`src/rtl/cpu_ctrl_pkg.sv`:
```
// rtl/cpu_ctrl_pkg.sv - shared control-step states, opcodes and strobe bundle
package cpu_ctrl_pkg;

  localparam int OPC_W     = 5;
  localparam int REG_SEL_W = 4;

  localparam logic [4:0] OPC_NEG = 5'b10001;
  localparam logic [4:0] OPC_NOT = 5'b10010;

  typedef enum logic [2:0] {
    IDLE,
    T0,
    T1,
    T2,
    DEC,
    T3,
    T4
  } state_e;

  // Single-bit control outputs, registered together as one word.
  typedef struct packed {
    logic pc_out;
    logic mar_in;
    logic inc_pc;
    logic z_in;
    logic zlow_out;
    logic pc_in;
    logic mem_read;
    logic mdr_in;
    logic mdr_out;
    logic ir_in;
    logic gpr_out_en;
    logic gpr_in_en;
    logic done;
    logic busy;
    logic illegal;
  } strobe_t;

  function automatic logic is_unary_op(input logic [4:0] opc);
    return (opc == OPC_NEG) || (opc == OPC_NOT);
  endfunction

endpackage

```
`src/rtl/unary_op_sequencer.sv`:
```
// rtl/unary_op_sequencer.sv - fetch/execute control steps for NEG and NOT
// Optional memory-wait timeout: define UNARY_OP_SEQ_TIMEOUT_EN.
module unary_op_sequencer #(
  parameter int OPC_W        = cpu_ctrl_pkg::OPC_W,
  parameter int REG_SEL_W    = cpu_ctrl_pkg::REG_SEL_W,
  parameter int MEM_WAIT_MAX = 15
) (
  input  logic                 clock,
  input  logic                 clear_n,
  input  logic                 start,
  input  logic                 mem_rdy,
  input  logic [OPC_W-1:0]     ir_opcode,
  input  logic [REG_SEL_W-1:0] ir_ra,
  input  logic [REG_SEL_W-1:0] ir_rb,
  output logic                 pc_out,
  output logic                 mar_in,
  output logic                 inc_pc,
  output logic                 z_in,
  output logic                 zlow_out,
  output logic                 pc_in,
  output logic                 mem_read,
  output logic                 mdr_in,
  output logic                 mdr_out,
  output logic                 ir_in,
  output logic                 gpr_out_en,
  output logic [REG_SEL_W-1:0] gpr_out_sel,
  output logic                 gpr_in_en,
  output logic [REG_SEL_W-1:0] gpr_in_sel,
  output logic [OPC_W-1:0]     alu_op,
  output logic                 busy,
  output logic                 done,
  output logic                 illegal
);

  import cpu_ctrl_pkg::*;

  if (MEM_WAIT_MAX < 1) begin : g_bad_wait_max
    $error("MEM_WAIT_MAX must be at least 1");
  end

  state_e               state_q, state_d;
  logic [REG_SEL_W-1:0] ra_q, ra_d;
  logic [REG_SEL_W-1:0] rb_q, rb_d;
  logic [OPC_W-1:0]     op_q, op_d;
  strobe_t              strb_q, strb_d;
  logic [REG_SEL_W-1:0] out_sel_q, out_sel_d;
  logic [REG_SEL_W-1:0] in_sel_q, in_sel_d;
  logic [OPC_W-1:0]     alu_op_q, alu_op_d;
  logic                 illegal_d;

`ifdef UNARY_OP_SEQ_TIMEOUT_EN
  localparam int CNT_W = $clog2(MEM_WAIT_MAX + 1);
  logic [CNT_W-1:0] wait_cnt_q, wait_cnt_d;
`endif

  always_comb begin
    state_d   = state_q;
    ra_d      = ra_q;
    rb_d      = rb_q;
    op_d      = op_q;
    illegal_d = 1'b0;
    unique case (state_q)
      IDLE: if (start) state_d = T0;
      T0:   state_d = T1;
      T1: begin
        if (mem_rdy) begin
          state_d = T2;
        end
`ifdef UNARY_OP_SEQ_TIMEOUT_EN
        // Count includes the current T1 cycle, so this fires after MEM_WAIT_MAX cycles.
        else if (wait_cnt_q == CNT_W'(MEM_WAIT_MAX - 1)) begin
          state_d   = IDLE;
          illegal_d = 1'b1;
        end
`endif
      end
      T2:   state_d = DEC;
      DEC: begin
        if (is_unary_op(5'(ir_opcode))) begin
          ra_d    = ir_ra;
          rb_d    = ir_rb;
          op_d    = ir_opcode;
          state_d = T3;
        end else begin
          state_d   = IDLE;
          illegal_d = 1'b1;
        end
      end
      T3:      state_d = T4;
      T4:      state_d = IDLE;
      default: state_d = IDLE;
    endcase
  end

`ifdef UNARY_OP_SEQ_TIMEOUT_EN
  always_comb begin
    wait_cnt_d = '0;
    if (state_q == T1 && state_d == T1) wait_cnt_d = wait_cnt_q + 1'b1;
  end
`endif

  // Outputs are decoded from the next state so they are registered and
  // valid for the entire cycle spent in that state.
  always_comb begin
    strb_d            = '0;
    strb_d.pc_out     = (state_d == T0);
    strb_d.mar_in     = (state_d == T0);
    strb_d.inc_pc     = (state_d == T0);
    strb_d.z_in       = (state_d == T0) || (state_d == T3);
    strb_d.zlow_out   = (state_d == T1) || (state_d == T4);
    strb_d.pc_in      = (state_d == T1) && (state_q != T1);
    strb_d.mem_read   = (state_d == T1);
    strb_d.mdr_in     = (state_d == T1);
    strb_d.mdr_out    = (state_d == T2);
    strb_d.ir_in      = (state_d == T2);
    strb_d.gpr_out_en = (state_d == T3);
    strb_d.gpr_in_en  = (state_d == T4);
    strb_d.done       = (state_d == T4);
    strb_d.busy       = (state_d != IDLE);
    strb_d.illegal    = illegal_d;
    out_sel_d         = (state_d == T3) ? rb_d : '0;
    in_sel_d          = (state_d == T4) ? ra_d : '0;
    alu_op_d          = (state_d == T3) ? op_d : '0;
  end

  always_ff @(posedge clock or negedge clear_n) begin
    if (!clear_n) begin
      state_q   <= IDLE;
      ra_q      <= '0;
      rb_q      <= '0;
      op_q      <= '0;
      strb_q    <= '0;
      out_sel_q <= '0;
      in_sel_q  <= '0;
      alu_op_q  <= '0;
    end else begin
      state_q   <= state_d;
      ra_q      <= ra_d;
      rb_q      <= rb_d;
      op_q      <= op_d;
      strb_q    <= strb_d;
      out_sel_q <= out_sel_d;
      in_sel_q  <= in_sel_d;
      alu_op_q  <= alu_op_d;
    end
  end

`ifdef UNARY_OP_SEQ_TIMEOUT_EN
  always_ff @(posedge clock or negedge clear_n) begin
    if (!clear_n) wait_cnt_q <= '0;
    else          wait_cnt_q <= wait_cnt_d;
  end
`endif

  assign pc_out      = strb_q.pc_out;
  assign mar_in      = strb_q.mar_in;
  assign inc_pc      = strb_q.inc_pc;
  assign z_in        = strb_q.z_in;
  assign zlow_out    = strb_q.zlow_out;
  assign pc_in       = strb_q.pc_in;
  assign mem_read    = strb_q.mem_read;
  assign mdr_in      = strb_q.mdr_in;
  assign mdr_out     = strb_q.mdr_out;
  assign ir_in       = strb_q.ir_in;
  assign gpr_out_en  = strb_q.gpr_out_en;
  assign gpr_in_en   = strb_q.gpr_in_en;
  assign done        = strb_q.done;
  assign busy        = strb_q.busy;
  assign illegal     = strb_q.illegal;
  assign gpr_out_sel = out_sel_q;
  assign gpr_in_sel  = in_sel_q;
  assign alu_op      = alu_op_q;

endmodule

```
`config.mk`:
```
export PLATFORM = sky130hd
export DESIGN_NAME = unary_op_sequencer
export DESIGN_NICKNAME = d
export VERILOG_FILES = /design/src/rtl/cpu_ctrl_pkg.sv /design/src/rtl/unary_op_sequencer.sv
export SDC_FILE = /design/constraint.sdc
export NUM_CORES = 1
export LEC_CHECK = 0
export CAP_MARGIN = 15
export CORE_MARGIN = 5
export CORE_UTILIZATION = 41
export CTS_CLUSTER_DIAMETER = 120
export DETAILED_ROUTE_END_ITERATION = 6
export PLACE_DENSITY = 0.76
export SLEW_MARGIN = 15
export SYNTH_ARGS = -nofsm -noshare
export SYNTH_HDL_FRONTEND = slang
export SYNTH_SLANG_ARGS = --single-unit
```
`constraint.sdc`:
```
create_clock -name clock -period 1.7 [get_ports clock]
set_input_delay 0.17 -clock clock [delete_from_list [all_inputs] [get_ports clock]]
set_output_delay 0.17 -clock clock [all_outputs]
set_load 0.02 [all_outputs]
```
After elaboration in Yosys (flattened, before gate mapping)
Cells that the tools add are included.
- flip-flop bits (word level): 39
- input port bits: 17
- output and inout port bits: 28
- word-level logic and storage cells: 51
- eq/ne operators: 13
- muxes and demuxes: 15
- reductions and logical operators: 6
- operators with widths (cell ; number):
    4-bit 2-to-1 mux ; 6
    3-bit case mux with 6 select lines ; 1
    5-bit 2-to-1 mux ; 3
    3-bit by 2-bit == test with 1-bit output, second input constant ; 4
    3-bit == test, second input constant ; 4
    5-bit == test, second input constant ; 2
    3-bit 2-to-1 mux ; 3
    3-bit by 1-bit == test with 1-bit output, second input constant ; 2
    3-bit zero test ; 1
    1-bit logical OR ; 3
    3-bit by 2-bit != test with 1-bit output, second input constant ; 1
    3-bit nonzero test ; 1
    1-bit 2-to-1 mux ; 2
    1-bit logical AND ; 1

Depth between registers and ports, before layout
- word-level depth: 6
- mapped depth: 5
- mapped depth without buffers: 3

Least setup slack after synthesis
Ideal clock, no wire load.
- path kind: reg-to-reg
- start point: reg state_q[0]
- end point: reg ra_q[0]
- setup time: 0.125 ns
- arrival time: 1.201 ns
- required time: 1.575 ns
- slack: 0.374 ns
- stages on the path, launching flop included: 6
- path buffers: 2
- clock period less this slack: 1.326 ns
- path through: dfrtp_1 buf_2 nor2_1 nand4_2 buf_6 mux2_4
- word-level cells in the longest chain between the ends: 2
- ends and longest elaborated chain (element ; RTL line ; source):
    from (decl) ; unary_op_sequencer.sv:41 ; state_e state_q, state_d;
    from (signal assigned) ; unary_op_sequencer.sv:137 ; state_q <= state_d;
    3-bit == test ; unary_op_sequencer.sv:62 ; unique case (state_q)
    4-bit 2-to-1 mux ; unary_op_sequencer.sv:62 ;
    named net ra_d[0] ; unary_op_sequencer.sv:42 ; logic [REG_SEL_W-1:0] ra_q, ra_d;
    to (signal assigned) ; unary_op_sequencer.sv:138 ; ra_q <= ra_d;
    to (decl) ; unary_op_sequencer.sv:42 ;
The timed path passes the listed nets, and every way through them passes these cells.

==> impl_metrics.tcl <==
set metrics [dict create \
    status "finished clean" \
    maxSlewViolCount 0 \
    die_width_um 63.02 \
    area_delta_synth_final_pct 44.08 \
    cp_slowest_cell "clkdlybuf4s50_1" \
    wire_per_inst_um 12.91 \
    path_buf_inv 1 \
    synth-seq-area-share_pct 65.15 \
    cts_buffer_depth 2 \
    cp_top_family "buffers and inverters" \
    gp_congestion 0.7596 \
    cts_hold_buf 0 \
    port_buffers 44 \
    grt_pass1_wl_um 4002 \
    drc 0 \
    fin_area_um2 1660 \
    via_per_inst 4.785 \
    vias 823 \
    r2r_cells 3 \
    clk_pin_slew_ns 0.09 \
    dieArea_um2 3971 \
    drt_first_pass_iters 4 \
    startpoint_type "flip-flop" \
    max_freq_mhz 675.9 \
    path_cells "clkdlybuf4s50_1" \
    required_ns 1.53 \
    post-route-period-util_pct 87.03 \
    synth_area_leader_cell "dfrtp_1" \
    cts_sinks 30 \
    place_ws_ns 0.09765 \
    fill_cells 229 \
    numCtsBuffers 5 \
    antenna_found_initial 0 \
    drive_gt1_share_pct 14.89 \
    async_flop_share_pct 100.0 \
    synth.distinct_cells 27 \
    maxCapViolCount 0 \
    dr.first_iter.drc_count 17 \
    yosysWarnings 0 \
    cts_tree "yes" \
    setup_viol 0 \
    clk_latency_ns 0.32 \
    cp-end-kind "output pin" \
    rows 19 \
    p_leak_nw 0.8408 \
    ys.flop_type "dfrtp_1" \
    boundaryPins 45 \
    r2r-end "ra_q[2]" \
    layout_setup_ws_ns 0.2204 \
    slowest_delay_ns 0.62 \
    dpl.hpwl_um 1730 \
    cts.repair.resized 0 \
    fin_crit_ns 1.480 \
    grt_max_degree 31 \
    nNetsFinal 159 \
    fin_skew_ns 0.007600 \
    post_cts.repair.setup_buffers 0 \
    initial_core_util_pct 42.15 \
    grt_remaining_overflow 0 \
    htreeDepth 2 \
    worstSetupPathType "reg -> out" \
    synthTopCellsByCount "dfrtp_1, inv_1, nor2_1" \
    synth_edf_count 0 \
    hold_violations 0 \
    hp-class "in -> async" \
    placed_area_um2 1609 \
    die_y_um 63.02 \
    synth_top_area_share_pct 65.15 \
    power-per-cell-area_nw_per_um2 1302 \
    r2r-start "state_q[0]" \
    hold_ws_ns 0.2250 \
    track_usage_pct 12.98 \
    path_max_fanout 3 \
    max-vdd-ir-drop_mv 0.9787 \
    syn-instance-count 95 \
    coreArea_um2 2734 \
    grt_setup_unrepaired "no" \
    routed_wl_um 2220 \
    synthTopCellsByArea "dfrtp_1, mux2_4, buf_4" \
    netlist_area_um2 1152 \
    reg2reg_slack_ns 0.30 \
    setup_tns_ns 0 \
    crit_arrival_ns 1.31 \
    clockRootBuffer "clkbuf_4" \
    insertedDiodeCount 0 \
    grt_pass1_vias 865 \
    ant_nets 0 \
    synth_most_common_cell "dfrtp_1" \
    ys_seq_elements 30 \
    utilization_pct 60.73 \
    avgSynthCellArea_um2 12.13 \
]
-- through the flow --
stage          power (mW)  instances
6_report            2.162        172
3_3_place_gp        1.750        166
4_1_cts             2.191        172
3_5_place_dp        1.784        166
5_1_grt             2.301        172
2_1_floorplan       1.461         96
-- sequential cells by signal, summed over array words and instances, names as in the netlist --
name         count
illegal          1
inc_pc           1
ra_q             4
pc_in            1
zlow_out         1
gpr_out_sel      4
alu_op           5
mdr_in           1
gpr_out_en       1
busy             1
done             1
state_q          3
z_in             1
gpr_in_sel       4
ir_in            1
-- metal layers --
layer  track usage [%]  share of wire (%)  up-vias
li1                  -                  -      384
met1             13.41                 37      394
met2             21.15                 53       43
met3             7.194                 10        2
met4             6.101               0.45        0
met5                 0                  0        -
-- report_power, final --
part	leakage [nW]	internal, mW	switching (mW)
combinational	0.410	0.406	0.390
sequential	0.401	0.862	0.107
clock	0.0302	0.186	0.211
total	0.841	1.45	0.708
-- layout make-up --
class | count | area (um^2) | share of cell area (%)
timing repair buffer | 50 | 485.5 | 29.24
tap | 31 | 38.79 | 2.336
clock buffer | 6 | 51.30 | 3.090
inverter | 10 | 37.54 | 2.261
multi-input combinational | 45 | 296.5 | 17.86
sequential | 30 | 750.7 | 45.21
-- cell usage in the layout, fill, tap and decap left out --
cell             instances
a21oi_1                  4
clkbuf_8                 1
or3b_2                   2
mux2_4                   3
nor3_1                   2
buf_4                    6
nand4_2                  1
nand2_1                  3
dfrtp_1                 30
nor2b_1                  2
a22o_1                   1
clkdlybuf4s50_1         44
nand2b_1                 2
conb_1                   2
a31oi_1                  1
mux2_2                   1
and3_1                   4
nand3_1                  2
clkbuf_4                 5
nor2_1                   9
xor2_2                   1
nand3b_1                 1
nor3b_2                  1
o21ai_0                  2
and2_1                   1
inv_1                   10
-- logic make-up (layout without fill, tap and decap cells) --
family                    count (synthesis)  in the layout  synth area share [%]
AOI/OAI and AO/OA                         8              8                 3.909
xor gates and xnor gates                  1              1                 1.412
buffers and inverters                    21             66                 9.447
DFF                                      30             30                 65.15
muxes                                     4              4                 4.886
other                                     1              2                0.3254
and+or+nand+nor                          30             30                 14.87
-- worst max-delay path by stage --
stage	slack [ns]	depth (start not counted)	to	from
detailed placement	0.1	4	ra_q[2]	ir_opcode[1]
global placement	0.14	4	ra_q[0]	ir_opcode[1]
finish	0.22	1	mar_in	inc_pc
global route	0.15	1	mar_in	inc_pc
CTS	0.19	1	mar_in	inc_pc
floorplan	0.37	5	ra_q[0]	state_q[0]
No activity file was read; power rests on OpenSTA's default activity.
